### src/rtl/tnn_pkg.sv
// Shared types and helpers for the threshold-neuron family.
// Holds the FSM state encoding, compare-mode constants and the accumulator width rule.
// No logic; imported by the neuron top and its compare sub-module.
package tnn_pkg;

  typedef enum logic {
    ST_ACCUM = 1'b0,
    ST_HOLD  = 1'b1
  } state_e;

  localparam int CMP_GE = 0;
  localparam int CMP_GT = 1;

  // Width that holds n_in * (2^w - 1) exactly, so the running sum can never wrap.
  function automatic int acc_width(input int w, input int n_in);
    return w + $clog2(n_in + 1);
  endfunction

endpackage

### src/rtl/tnn_thr_compare.sv
// Unsigned sum-vs-threshold comparator, ACC_W bits wide.
// Latency: combinational (0 cycles).
// Backpressure: none, pure function of its inputs.
module tnn_thr_compare
  import tnn_pkg::*;
#(
  parameter int ACC_W  = 5,
  parameter int CMP_GT = 0
) (
  input  logic [ACC_W-1:0] i_sum,
  input  logic [ACC_W-1:0] i_thr,
  output logic             o_fire
);

  // Strict mode never fires at thr = max; inclusive mode always fires at thr = 0.
  generate
    if (CMP_GT != CMP_GE) begin : g_gt
      assign o_fire = (i_sum > i_thr);
    end else begin : g_ge
      assign o_fire = (i_sum >= i_thr);
    end
  endgenerate

endmodule

### src/rtl/tnn_serial_threshold_neuron.sv
// Serial threshold neuron: sums N_IN streamed operands and fires if the sum beats a threshold.
// Latency: decision valid the cycle after the last operand is accepted.
// Backpressure: decision held stable until out_ready; no operands accepted while holding.
module tnn_serial_threshold_neuron
  import tnn_pkg::*;
#(
  parameter  int W      = 3,
  parameter  int N_IN   = 2,
  parameter  int CMP_GT = 0,
  localparam int ACC_W  = acc_width(W, N_IN)
) (
  input  logic             clk,
  input  logic             rst,
  input  logic             thr_load,
  input  logic [ACC_W-1:0] thr_data,
  input  logic             in_valid,
  output logic             in_ready,
  input  logic [W-1:0]     in_data,
  output logic             out_valid,
  input  logic             out_ready,
  output logic             out_bit,
  output logic [ACC_W-1:0] out_sum
);

  localparam int CNT_W = (N_IN > 1) ? $clog2(N_IN) : 1;
  localparam logic [CNT_W-1:0] LAST_CNT = CNT_W'(N_IN - 1);

  state_e           r_state;
  state_e           w_state_nxt;
  logic [ACC_W-1:0] r_acc;
  logic [CNT_W-1:0] r_cnt;
  logic [ACC_W-1:0] r_shadow_thr;
  logic [ACC_W-1:0] r_active_thr;
  logic [ACC_W-1:0] r_out_sum;
  logic             r_out_bit;

  logic             w_in_ready;
  logic             w_out_valid;
  logic             w_accept;
  logic             w_first;
  logic             w_last;
  logic [ACC_W-1:0] w_sum;
  logic [ACC_W-1:0] w_frame_thr;
  logic             w_fire;

  assign w_accept = in_valid & w_in_ready;
  assign w_first  = (r_cnt == '0);
  assign w_last   = (r_cnt == LAST_CNT);
  assign w_sum    = r_acc + ACC_W'(in_data);
  // On the first operand the active copy is being loaded this very edge, so read the shadow.
  assign w_frame_thr = w_first ? r_shadow_thr : r_active_thr;

  tnn_thr_compare #(
    .ACC_W  (ACC_W),
    .CMP_GT (CMP_GT)
  ) u_cmp (
    .i_sum  (w_sum),
    .i_thr  (w_frame_thr),
    .o_fire (w_fire)
  );

  // FSM state register.
  always_ff @(posedge clk) begin
    if (rst) begin
      r_state <= ST_ACCUM;
    end else begin
      r_state <= w_state_nxt;
    end
  end

  // Next state and handshake outputs; HOLD always costs one bubble before the next frame.
  always_comb begin
    w_state_nxt = r_state;
    w_in_ready  = 1'b0;
    w_out_valid = 1'b0;
    case (r_state)
      ST_ACCUM: begin
        w_in_ready = 1'b1;
        if (w_accept && w_last) begin
          w_state_nxt = ST_HOLD;
        end
      end
      ST_HOLD: begin
        w_out_valid = 1'b1;
        if (out_ready) begin
          w_state_nxt = ST_ACCUM;
        end
      end
      default: w_state_nxt = ST_ACCUM;
    endcase
  end

  // Threshold shadowing, accumulation and decision capture.
  always_ff @(posedge clk) begin
    if (rst) begin
      r_acc        <= '0;
      r_cnt        <= '0;
      r_shadow_thr <= '0;
      r_active_thr <= '0;
      r_out_sum    <= '0;
      r_out_bit    <= 1'b0;
    end else begin
      if (thr_load) begin
        r_shadow_thr <= thr_data;
      end
      if (w_accept) begin
        if (w_first) begin
          r_active_thr <= r_shadow_thr;
        end
        if (w_last) begin
          r_out_sum <= w_sum;
          r_out_bit <= w_fire;
          r_acc     <= '0;
          r_cnt     <= '0;
        end else begin
          r_acc <= w_sum;
          r_cnt <= r_cnt + 1'b1;
        end
      end
    end
  end

  assign in_ready  = w_in_ready;
  assign out_valid = w_out_valid;
  assign out_bit   = r_out_bit;
  assign out_sum   = r_out_sum;

endmodule

### config.mk
export PLATFORM = sky130hd
export DESIGN_NAME = tnn_serial_threshold_neuron
export DESIGN_NICKNAME = d
export VERILOG_FILES = /design/src/rtl/tnn_pkg.sv /design/src/rtl/tnn_thr_compare.sv /design/src/rtl/tnn_serial_threshold_neuron.sv
export SDC_FILE = /design/constraint.sdc
export NUM_CORES = 1
export LEC_CHECK = 0
export CAP_MARGIN = 20
export CORE_MARGIN = 3
export CORE_UTILIZATION = 35
export DETAILED_ROUTE_END_ITERATION = 8
export PLACE_DENSITY = 0.65
export SYNTH_ARGS = -nofsm -noshare
export SYNTH_HDL_FRONTEND = slang
export SYNTH_SLANG_ARGS = --single-unit
export TNS_END_PERCENT = 5
### constraint.sdc
create_clock -name clk -period 2.6 [get_ports clk]
set_input_delay 0.52 -clock clk [delete_from_list [all_inputs] [get_ports clk]]
set_output_delay 0.52 -clock clk [all_outputs]
set_load 0.01 [all_outputs]
==> Flow_metrics.wiki, run 1 <==
{| class="wikitable"
! Metric !! Value
|-
| Result of the run || completed
|-
| Clock-pin slew of the registers on the worst-case setup and hold paths || 0.13 ns
|-
| Number of buffers created by CTS || 3
|-
| Most frequent standard cell in the layout excluding fill and tap cells || sky130_fd_sc_hd__dfxtp_1
|-
| Type of the worst setup path || primary input to flip-flop
|-
| Initial core utilization || 0.383
|-
| Post-layout total power || 753 µW
|-
| Number of vias per cell || 5.05
|-
| Multi-input combinational cell area || 614 µm²
|-
| Pre-CTS setup slack || -0.0982 ns
|-
| Pin count of the biggest net entering global routing || 16
|-
| Worst EP required || 2.81 ns
|-
| Overall global routing resource usage || 0.123
|-
| Post-Route Setup TNS || 0 ns
|-
| Initial antenna violation count || 0
|-
| Number of remaining DRC errors || 0
|-
| Number of cells upsized or downsized after cts || 0
|-
| Transition time at the pin with the least slew margin || 0.551 ns
|-
| Critical path startpoint category || primary input
|-
| Hold/Removal Path Class || flip-flop to flip-flop
|-
| Final weighted congestion in routability-driven placement || 0.833
|-
| Share of the clock period used by the worst path after layout || 0.914
|-
| Post-route core utilization || 0.485
|-
| Num Clock Sinks || 23
|-
| Minimum clock period after layout || 2.38 ns
|-
| CP arrival || 2.59 ns
|-
| Highest fanout seen on the critical path || 2
|-
| Std-Cell Rows || 19
|-
| FF+latch area || 460 µm²
|-
| H-tree depth || 1
|-
| Highest Clock Rate || 0.421 GHz
|-
| Number of distinct standard cells referenced by the synthesized netlist || 28
|-
| Root buffer selected by CTS || sky130_fd_sc_hd__clkbuf_4
|-
| Iteration-0 DRC count of the detailed router || 26
|-
| Final net count || 170
|-
| Via count of the first global-routing pass || 862
|-
| Share of the yosys chip area belonging to registers || 0.414
|-
| Core area || 2900 µm²
|-
| Peak supply drop || 0.240 mV
|-
| Cells after Synth || 123
|-
| Final max-slew violation count || 0
|-
| Unrepaired setup endpoints after global routing || false
|-
| Clock Skews || 0.00641 ns
|-
| Layout area overhead || 26.7%
|-
| Global-route wire length before repair || 3.91 mm
|-
| Filler instances || 307
|-
| Worst setup path start || in_data[0]
|-
| Number of nets produced by synthesis || 145
|-
| DRT Wirelength || 2.27 mm
|-
| Count of antenna diodes in the layout || 0
|-
| Yosys reg bits || 23
|-
| Via count of the routed design || 955
|-
| Worst hold path startpoint || out_sum[0]$_SDFFE_PP0P_
|-
| First-pass detailed-route iteration total || 4
|-
| Total setup buffers inserted after CTS || 0
|-
| Max Root-Sink Buffers || 2
|-
| Mean Syn Cell Area || 9.03 µm²
|-
| Worst max-slew margin expressed relative to the limit || 0.631
|-
| Die outline area || 3890 µm²
|-
| Total overflow reported by the global router || 0
|-
| Post-Synthesis Cell Area || 1110 µm²
|-
| Minimum setup slack in the final design || 0.225 ns
|-
| Final setup violating endpoints || 0
|-
| Die width || 62.3 µm
|-
| Power density of the placed cells || 535 nW/µm²
|-
| Fraction of layout cells with a size suffix above 1 || 0.0952
|-
| Number of buffer cells added on primary ports || 20
|-
| Worst setup EP type || flip-flop
|-
| Overall die height || 62.3 µm
|-
| Final Hold Vio Count || 0
|-
| Static leakage power || 0.568 nW
|-
| HPWL after DPL || 1.77 mm
|-
| Routed wire length per instance || 12.0 µm
|-
| Top library cells by usage in the layout, fill and taps aside || 23 x sky130_fd_sc_hd__dfxtp_1, 20 x sky130_fd_sc_hd__clkdlybuf4s50_1, 15 x sky130_fd_sc_hd__nor2_1
|-
| Reg-to-Reg Start || r_acc[0]$_SDFFE_PP0P_
|-
| Top Ports || 21
|-
| Number of buffers added to fix hold violations after cts || 0
|-
| Residual antenna-violating net count after detailed routing || 0
|-
| Worst skew pair latency || 0.32 ns
|-
| Yosys warnings || 0
|-
| Count of maximum capacitance violations || 0
|-
| Clock tree from TritonCTS || built
|}
==> metrics by stage <==
| stage | instance area, µm² | hold slack [ns] | instances |
|---|---|---|---|
| floorplan | 1110 | 0.442 | 123 |
| global placement | 1380 | 0.443 | 185 |
| detailed placement | 1380 | 0.448 | 185 |
| CTS | 1410 | 0.466 | 189 |
| global route | 1410 | 0.495 | 189 |
| finish | 1410 | 0.462 | 189 |
==> worst max-delay path, stage by stage <==
cell	delay (ns)
sky130_fd_sc_hd__clkdlybuf4s50_1	0.41
sky130_fd_sc_hd__ha_1	0.23
sky130_fd_sc_hd__fa_1	0.41
sky130_fd_sc_hd__a21o_1	0.19
sky130_fd_sc_hd__nand2_1	0.08
sky130_fd_sc_hd__xnor2_1	0.17
sky130_fd_sc_hd__ha_1	0.30
sky130_fd_sc_hd__a21oi_1	0.17
sky130_fd_sc_hd__a311oi_1	0.10
==> power breakdown <==
group / leakage, nW / switching, mW / total (mW) / internal (mW)
clock network: 0.0177 / 0.114 / 0.172 / 0.0576
logic: 0.362 / 0.0928 / 0.190 / 0.0968
registers: 0.188 / 0.0177 / 0.392 / 0.374
==> final timing paths <==
path	endpoint	slack (ns)	depth (start not counted)
setup / recovery	out_bit$_SDFFE_PP0P_	0.22	9
hold / removal	out_sum[0]$_SDFFE_PP0P_	0.46	2
setup reg to reg	out_bit$_SDFFE_PP0P_	0.54	8
hold reg to reg	out_sum[0]$_SDFFE_PP0P_	0.46	2
==> metal layers <==
metal  routed length (µm)  vias up  part of all wire  track usage
met1                 1140      454              0.50        0.161
met2                 1020       18              0.45        0.196
met3                   77        2             0.034       0.0324
li1                     -      481                 -            -
met4                   27        0             0.012       0.0413
met5                    0        -                 0            0
==> registers in the layout, indices dropped and copies added (netlist names) <==
name,cells
r_acc,5
r_cnt,1
out_bit,1
r_state,1
r_active_thr,5
out_sum,5
r_shadow_thr,5
==> synth_stat cells <==
master                      n  area, µm²
sky130_fd_sc_hd__xor2_1     2       17.5
sky130_fd_sc_hd__o311ai_1   1       8.76
sky130_fd_sc_hd__mux2_2     1       11.3
sky130_fd_sc_hd__nand2b_4   1       13.8
sky130_fd_sc_hd__fa_1       1       20.0
sky130_fd_sc_hd__nor2_4     1       11.3
sky130_fd_sc_hd__mux2i_1    9       90.1
sky130_fd_sc_hd__a32o_1     1       10.0
sky130_fd_sc_hd__o21ai_0    6       30.0
sky130_fd_sc_hd__dfxtp_1   23        460
sky130_fd_sc_hd__nor2_1    15       56.3
sky130_fd_sc_hd__clkbuf_1   3       11.3
sky130_fd_sc_hd__nand3_1    5       25.0
sky130_fd_sc_hd__buf_2      2       10.0
sky130_fd_sc_hd__or2b_1     1       7.51
sky130_fd_sc_hd__nor3_1     3       15.0
sky130_fd_sc_hd__a31o_2     1       8.76
sky130_fd_sc_hd__ha_1       8        100
sky130_fd_sc_hd__a21o_1     1       7.51
sky130_fd_sc_hd__a22oi_1    4       30.0
sky130_fd_sc_hd__inv_1      3       11.3
sky130_fd_sc_hd__nor2b_1    1       6.26
sky130_fd_sc_hd__o21a_1     2       15.0
sky130_fd_sc_hd__xnor2_1    2       17.5
sky130_fd_sc_hd__a21oi_1   11       55.1
sky130_fd_sc_hd__a311oi_1   1       8.76
sky130_fd_sc_hd__nand2_1   13       48.8
sky130_fd_sc_hd__inv_2      1       3.75
==> kinds of logic after synthesis <==
logic type	count (synthesis)	share of synthesized area
flip-flops	23	0.414
AO/OA/AOI/OAI	28	0.157
XOR/XNOR	4	0.0315
multiplexers	10	0.0912
AND/OR/NAND/NOR	40	0.166
buffers and inverters	9	0.0327
adder cells (fa/ha/maj)	9	0.108
==> cell type report <==
type,instances,share of cell area
multi-input cells,91,0.436
well taps,42,0.0373
clock inverters,1,0.00356
clock buffers,3,0.0160
repair buffers,25,0.169
inverters,4,0.0107
flip-flops and latches,23,0.327
(Power assumes the default switching activity.)
==> run 2, diff against run 1 <==
--- a/config.mk
+++ b/config.mk
@@ -10,6 +10,7 @@
 export CORE_UTILIZATION = 35
 export DETAILED_ROUTE_END_ITERATION = 8
 export PLACE_DENSITY = 0.65
+export SETUP_SLACK_MARGIN = 0.02
 export SYNTH_ARGS = -nofsm -noshare
 export SYNTH_HDL_FRONTEND = slang
 export SYNTH_SLANG_ARGS = --single-unit
==> results of run 2 <==
The final DEF is identical to that of run 1; final timing and power are the same.
